--- config.mk ---
export PLATFORM = sky130hd
export DESIGN_NAME = bus_arbiter
export DESIGN_NICKNAME = d
export VERILOG_FILES = /design/src/rtl/bus_arbiter_pkg.sv /design/src/rtl/bus_arbiter.sv
export SDC_FILE = /design/constraint.sdc
export NUM_CORES = 1
export LEC_CHECK = 0
export ABC_AREA = 0
export CAP_MARGIN = 30
export CORE_ASPECT_RATIO = 1.4
export CORE_MARGIN = 2
export CORE_UTILIZATION = 44
export CTS_BUF_LIST = sky130_fd_sc_hd__clkbuf_2 sky130_fd_sc_hd__clkbuf_4 sky130_fd_sc_hd__clkbuf_8
export DETAILED_ROUTE_END_ITERATION = 7
export GPL_ROUTABILITY_DRIVEN = 0
export HOLD_SLACK_MARGIN = 0.08
export PLACE_DENSITY = 0.87
export SYNTH_ARGS = -nofsm -noshare
export SYNTH_HDL_FRONTEND = slang
export SYNTH_SLANG_ARGS = --single-unit
--- constraint.sdc ---
create_clock -name clk -period 3.5 [get_ports clk]
set_input_delay 0.7 -clock clk [delete_from_list [all_inputs] [get_ports clk]]
set_output_delay 0.7 -clock clk [all_outputs]
set_load 0.01 [all_outputs]
--- src/rtl/bus_arbiter_pkg.sv ---
// Shared types and constants for the ibus/dbus memory-port arbiter.
package bus_arbiter_pkg;

  // Arbiter FSM encoding (2 bits).
  typedef enum logic [1:0] {
    ARB_IDLE  = 2'd0,
    ARB_ISSUE = 2'd1,
    ARB_WAIT  = 2'd2
  } arb_state_e;

  // Owner of the single in-flight transaction.
  typedef enum logic {
    ARB_OWN_I = 1'b0,
    ARB_OWN_D = 1'b1
  } arb_owner_e;

  // Consecutive dbus wins tolerated while ibus is waiting.
  localparam int ARB_STARVE_MAX = 3;

endpackage

--- src/rtl/bus_arbiter.sv ---
// Shares one memory port between instruction fetch (ibus) and load/store (dbus).
// One transaction in flight at a time; dbus has priority, ibus is forced after
// STARVE_MAX consecutive dbus wins while it waits.
//
// Handshakes: a master raises req with a stable command and holds it until its
// ack pulse (one cycle, rdata valid in that cycle and held afterwards). Towards
// memory, O_mem_req and the command stay stable until the cycle I_mem_gnt is
// high; exactly one I_mem_rvalid follows each grant, never in the grant cycle.
module bus_arbiter
  import bus_arbiter_pkg::*;
#(
  parameter int ADDR_W     = 32,
  parameter int DATA_W     = 32,
  parameter int MASK_W     = 4,
  parameter int STARVE_MAX = ARB_STARVE_MAX,
  localparam int CNT_W     = $clog2(STARVE_MAX + 1)
) (
  input  logic              clk,
  input  logic              rst_n,
  input  logic              I_ibus_req,
  input  logic [ADDR_W-1:0] I_ibus_addr,
  input  logic              I_ibus_flush,
  output logic              O_ibus_ack,
  output logic [DATA_W-1:0] O_ibus_rdata,
  output logic              O_ibus_stallreq,
  input  logic              I_dbus_req,
  input  logic              I_dbus_we,
  input  logic [ADDR_W-1:0] I_dbus_addr,
  input  logic [DATA_W-1:0] I_dbus_wdata,
  input  logic [MASK_W-1:0] I_dbus_mask,
  output logic              O_dbus_ack,
  output logic [DATA_W-1:0] O_dbus_rdata,
  output logic              O_dbus_stallreq,
  output logic              O_mem_req,
  output logic              O_mem_we,
  output logic [ADDR_W-1:0] O_mem_addr,
  output logic [DATA_W-1:0] O_mem_wdata,
  output logic [MASK_W-1:0] O_mem_mask,
  input  logic              I_mem_gnt,
  input  logic              I_mem_rvalid,
  input  logic [DATA_W-1:0] I_mem_rdata,
  output arb_state_e        dbg_state,
  output logic [CNT_W-1:0]  dbg_starve_cnt
);

  localparam logic [CNT_W-1:0] STARVE_LIM = CNT_W'(STARVE_MAX);

  arb_state_e        state_q, state_d;
  arb_owner_e        owner_q;
  logic              cmd_we_q;
  logic [ADDR_W-1:0] cmd_addr_q;
  logic [DATA_W-1:0] cmd_wdata_q;
  logic [MASK_W-1:0] cmd_mask_q;
  logic [CNT_W-1:0]  starve_q;
  logic              drop_q;
  logic [DATA_W-1:0] ibus_rdata_q;
  logic [DATA_W-1:0] dbus_rdata_q;

  logic pick_i, pick_d;
  logic complete, flush_hit, drop_now;

  // Next-state and arbitration decision.
  always_comb begin
    state_d = state_q;
    pick_i  = 1'b0;
    pick_d  = 1'b0;
    case (state_q)
      ARB_IDLE: begin
        if (I_dbus_req && (!I_ibus_req || (starve_q < STARVE_LIM))) begin
          pick_d = 1'b1;
        end else if (I_ibus_req) begin
          pick_i = 1'b1;
        end
        if (pick_i || pick_d) state_d = ARB_ISSUE;
      end
      ARB_ISSUE: if (I_mem_gnt)    state_d = ARB_WAIT;
      ARB_WAIT:  if (I_mem_rvalid) state_d = ARB_IDLE;
      default:   state_d = ARB_IDLE;
    endcase
  end

  // Completion and flush qualification; a flush in the rvalid cycle still drops.
  always_comb begin
    complete  = (state_q == ARB_WAIT) && I_mem_rvalid;
    flush_hit = I_ibus_flush && (owner_q == ARB_OWN_I) &&
                ((state_q == ARB_ISSUE) || (state_q == ARB_WAIT));
    drop_now  = drop_q || flush_hit;
  end

  // State register.
  always_ff @(posedge clk or negedge rst_n) begin
    if (!rst_n) state_q <= ARB_IDLE;
    else        state_q <= state_d;
  end

  // Command capture from the arbitration winner.
  always_ff @(posedge clk or negedge rst_n) begin
    if (!rst_n) begin
      owner_q     <= ARB_OWN_I;
      cmd_we_q    <= 1'b0;
      cmd_addr_q  <= '0;
      cmd_wdata_q <= '0;
      cmd_mask_q  <= '0;
    end else if (pick_d) begin
      owner_q     <= ARB_OWN_D;
      cmd_we_q    <= I_dbus_we;
      cmd_addr_q  <= I_dbus_addr;
      cmd_wdata_q <= I_dbus_wdata;
      cmd_mask_q  <= I_dbus_mask;
    end else if (pick_i) begin
      owner_q     <= ARB_OWN_I;
      cmd_we_q    <= 1'b0;
      cmd_addr_q  <= I_ibus_addr;
      cmd_wdata_q <= '0;
      cmd_mask_q  <= '1;
    end
  end

  // Starvation counter: counts dbus wins over a waiting ibus, cleared on ibus win.
  always_ff @(posedge clk or negedge rst_n) begin
    if (!rst_n) begin
      starve_q <= '0;
    end else if (pick_d && I_ibus_req) begin
      if (starve_q != STARVE_LIM) starve_q <= starve_q + CNT_W'(1);
    end else if (pick_i) begin
      starve_q <= '0;
    end
  end

  // Drop flag for a fetch flushed while in flight; consumed by its completion.
  always_ff @(posedge clk or negedge rst_n) begin
    if (!rst_n)         drop_q <= 1'b0;
    else if (complete)  drop_q <= 1'b0;
    else if (flush_hit) drop_q <= 1'b1;
  end

  // Read-data holding registers, updated only on a delivered ack so the
  // value a master sees stays put until its next ack.
  always_ff @(posedge clk or negedge rst_n) begin
    if (!rst_n) begin
      ibus_rdata_q <= '0;
      dbus_rdata_q <= '0;
    end else begin
      if (O_ibus_ack) ibus_rdata_q <= I_mem_rdata;
      if (O_dbus_ack) dbus_rdata_q <= I_mem_rdata;
    end
  end

  // Output decode: acks and rdata bypass in the rvalid cycle, memory command from cmd regs.
  always_comb begin
    O_ibus_ack      = complete && (owner_q == ARB_OWN_I) && !drop_now;
    O_dbus_ack      = complete && (owner_q == ARB_OWN_D);
    O_ibus_rdata    = O_ibus_ack ? I_mem_rdata : ibus_rdata_q;
    O_dbus_rdata    = O_dbus_ack ? I_mem_rdata : dbus_rdata_q;
    O_ibus_stallreq = I_ibus_req && !O_ibus_ack;
    O_dbus_stallreq = I_dbus_req && !O_dbus_ack;
    O_mem_req       = (state_q == ARB_ISSUE);
    O_mem_we        = cmd_we_q;
    O_mem_addr      = cmd_addr_q;
    O_mem_wdata     = cmd_wdata_q;
    O_mem_mask      = cmd_mask_q;
    dbg_state       = state_q;
    dbg_starve_cnt  = starve_q;
  end

  // Memory must never grant and respond in the same ISSUE cycle.
  a_no_gnt_rvalid : assert property (@(posedge clk) disable iff (!rst_n)
    !((state_q == ARB_ISSUE) && I_mem_gnt && I_mem_rvalid));

endmodule
==> metrics.md <==
| Metric | Value |
|---|---|
| Status | `complete, no violations` |
| Slew Viols, Final | `0` |
| Largest area contributor in the netlist | `dfrtp_1` |
| Fillers | `835` |
| Fin crit period | `approximately 3.3 ns` |
| Die ar. | `0.0135 mm2` |
| Non-Filler Instances | `just under 900` |
| Setup TNS | `0 ns` |
| Clk slew on worst S/H paths | `about 0.08 ns` |
| GRT Resource Usage Total | `25.2%` |
| WL per Instance | `19.6 um` |
| Crit path cell chain | `inv_1 > ha_1 > nand2_1 > nand4_2 > buf_12 > mux2_2 > clkdlybuf4s50_1` |
| Die Ht | `about 140 um` |
| Post-synthesis mux area share | `approximately an eighth` |
| Yosys warns | `0` |
| Worst path bufs/invs | `3` |
| Post-DP HPWL | `12.8 mm` |
| Simple-Gate Fraction of Synth Area | `between 3 and 4%` |
| Avg Synthesized Cell Area | `approximately 13 um2` |
| Worst Tran Pin Value | `0.560 ns` |
| Clk buf depth | `2` |
| Slew margin rel. | `62.6%` |
| FP Rows | `48` |
| Commonest non-fill, non-tap cell in the layout | `clkdlybuf4s50_1` |
| Worst setup margin | `0.205 ns` |
| Crit path DAT | `2.59 ns` |
| #FFs+latches synth | `139` |
| Critical Path End Type | `output port` |
| Utilization after layout | `72.5%` |
| Ports | `282` |
| Post-CTS Resized | `0` |
| Yosys cell types | `25` |
| Seq/Total Area, Yosys | `62.8%` |
| Port bufs | `281` |
| Pin count of the biggest net entering global routing | `60` |
| 1st-iter DRT viols | `between 150 and 200` |
| CTS tree | `built` |
| Crit Path Max Fanout | `34` |
| Antenna cells | `0` |
| Final Cycle Share | `between 90 and 100%` |
| # Max-Cap Violations | `0` |
| Compound-Gate Fraction of Synth Area | `between 10% and 20%` |
| Layout Skew | `0.0157 ns` |
| Nets@finish | `860` |
| Cell area after layout | `approximately 0.0089 mm2` |
| Setup CP Type | `reg2out` |
| Synth top area cells | `dfrtp_1 63%, mux2_2 13%, o21ai_0 6.0%` |
| Via count | `4698` |
| Vias in the first global route | `5022` |
| Hold Crit Class | `in2async` |
| Synthesized area | `between 0.005 and 0.006 mm2` |
| Reg-to-reg startpoint | `dbg_state[0]$_DFFE_PN0P_` |
| Most frequent cells in the layout | `280 x clkdlybuf4s50_1, 139 x dfrtp_1, 65 x mux2_2, 65 x o21ai_0, 39 x nand2_1` |
| Largest family of logic cells by synthesized area | `compound AO/OA/AOI/OAI gates` |
| Clk sink count | `139` |
| Xor/xnor cell area share of the yosys netlist | `0%` |
| Top delay family on crit path | `buffers and inverters` |
| RSZ-0062 raised after global routing | `no` |
| Data required, critical path | `between 2 and 3 ns` |
| CP peak stage delay | `~0.51 ns` |
| Mapped Cells | `436` |
| Critical Path Start Type | `flip-flop` |
| Finish-stage setup viols | `0` |
| Initial core utilization | `45.0%` |
| Global-route wire length before repair | `26.3 mm` |
| CP startpoint | `dbg_state[0]$_DFFE_PN0P_` |
| Detailed Routing Iterations Pass 1 | `4` |
| Core area | `0.0123 mm2` |
| Area Overhead vs Synth | `60.9%` |
| Total gr overflow | `0` |
| Post-Synth Adder-Cell Area | `1.13%` |
| Dpl cells | `around 850` |
| Hold_ws | `0.228 ns` |
| DRC | `0` |
| Pre-CTS WS | `0.306 ns` |
| Initial antenna violation count | `0` |
| Layout cell share with drive strength beyond 1 | `roughly 15%` |
| Worst-skew pair later-pin latency | `around 0.43 ns` |
| Clock root buffer | `clkbuf_8` |
| # H-tree levels | `4` |
| Setup Fix Bufs, Post-CTS | `0` |
| Crit path max-delay cell type | `clkdlybuf4s50_1` |
| Top cell type's share of synthesized area | `62.8%` |
| CTS Hold Bufs | `0` |
| Pwr Total | `roughly 8 mW` |
| Post-route ant nets | `0` |
| Leakage power total | `between 3 and 4 nW` |
| Fmax | `0.303 GHz` |
| Via density | `5.35` |
| CTS buffer count | `17` |
| PD cells | `between 800 and 900 mW/mm2` |
| Mapped Nets | `around 580` |
| Final WL | `17.2 mm` |
| Placed Instance Area | `0.00852 mm2` |
| IR Drop Worst-Case VDD | `~0.48 mV` |
| Final hold viol count | `0` |
| DIE WIDTH | `98.9 um` |
flip-flops by register name, indices dropped and copies added, names as in the netlist:
name            count
dbg_starve_cnt      2
dbg_state           2
O_mem_mask          4
dbus_rdata_q       32
O_mem_addr         32
O_mem_wdata        32
ibus_rdata_q       32
O_mem_we            1
drop_q              1
owner_q             1
cell families after synthesis:
logic type | count (synthesis)
AO/OA/AOI/OAI | 142
buffers and inverters | 34
adder cells (fa/ha/maj) | 5
flip-flops | 139
AND/OR/NAND/NOR | 51
multiplexers | 65
per-layer routing:
layer  up-vias  wire length [um]  GRT usage, %
met1      2313              5950          26.0
met5         -                 0             0
met2       239              9380          46.1
li1       2112                 -             -
met3        34              1360          8.43
met4         0               527          11.1
cell type report:
type                       count  area, um2  share of cell area (%)
sequential                   139       3480                    39.0
timing repair buffer         290       2930                    32.9
multi-input combinational    263       1910                    21.4
clock buffer                  23        310                    3.48
tap                          150        188                    2.10
clock inverter                 9       86.3                   0.968
inverter                       4       15.0                   0.168
power breakdown:
part	switching (mW)	internal [mW]
Sequential	0.351	2.36
Combinational	1.69	2.14
Clock	0.610	0.666
Total	2.65	5.18
path summary, 6_finish.rpt:
path,end,slack [ns],cells past startpoint
worst max-delay path,O_ibus_rdata[20],0.21,7
worst min-delay path,O_mem_wdata[0]$_DFFE_PN0P_,0.23,1
worst max register to register,O_mem_addr[7]$_DFFE_PN0P_,1.42,6
worst min register to register,O_mem_addr[2]$_DFFE_PN0P_,0.48,2
max in group asynchronous,O_mem_wdata[26]$_DFFE_PN0P_,2.51,2
min in group clk,O_mem_addr[2]$_DFFE_PN0P_,0.48,2
synth_stat cells:
cell type / count
dfrtp_1: 139
o21ai_0: 66
mux2_2: 65
nand2_1: 39
a22o_1: 33
a21oi_1: 32
buf_2: 15
clkbuf_1: 12
ha_1: 5
inv_1: 4
o22a_1: 4
and2_1: 3
buf_6: 3
nor2_1: 3
nor2b_1: 2
nor3_1: 2
a211oi_1: 1
a21bo_2: 1
a21boi_4: 1
a21o_1: 1
a2bb2oi_1: 1
nand3_1: 1
nand4_2: 1
o21a_1: 1
o32a_1: 1
No activity file was read; power rests on OpenSTA's default activity.
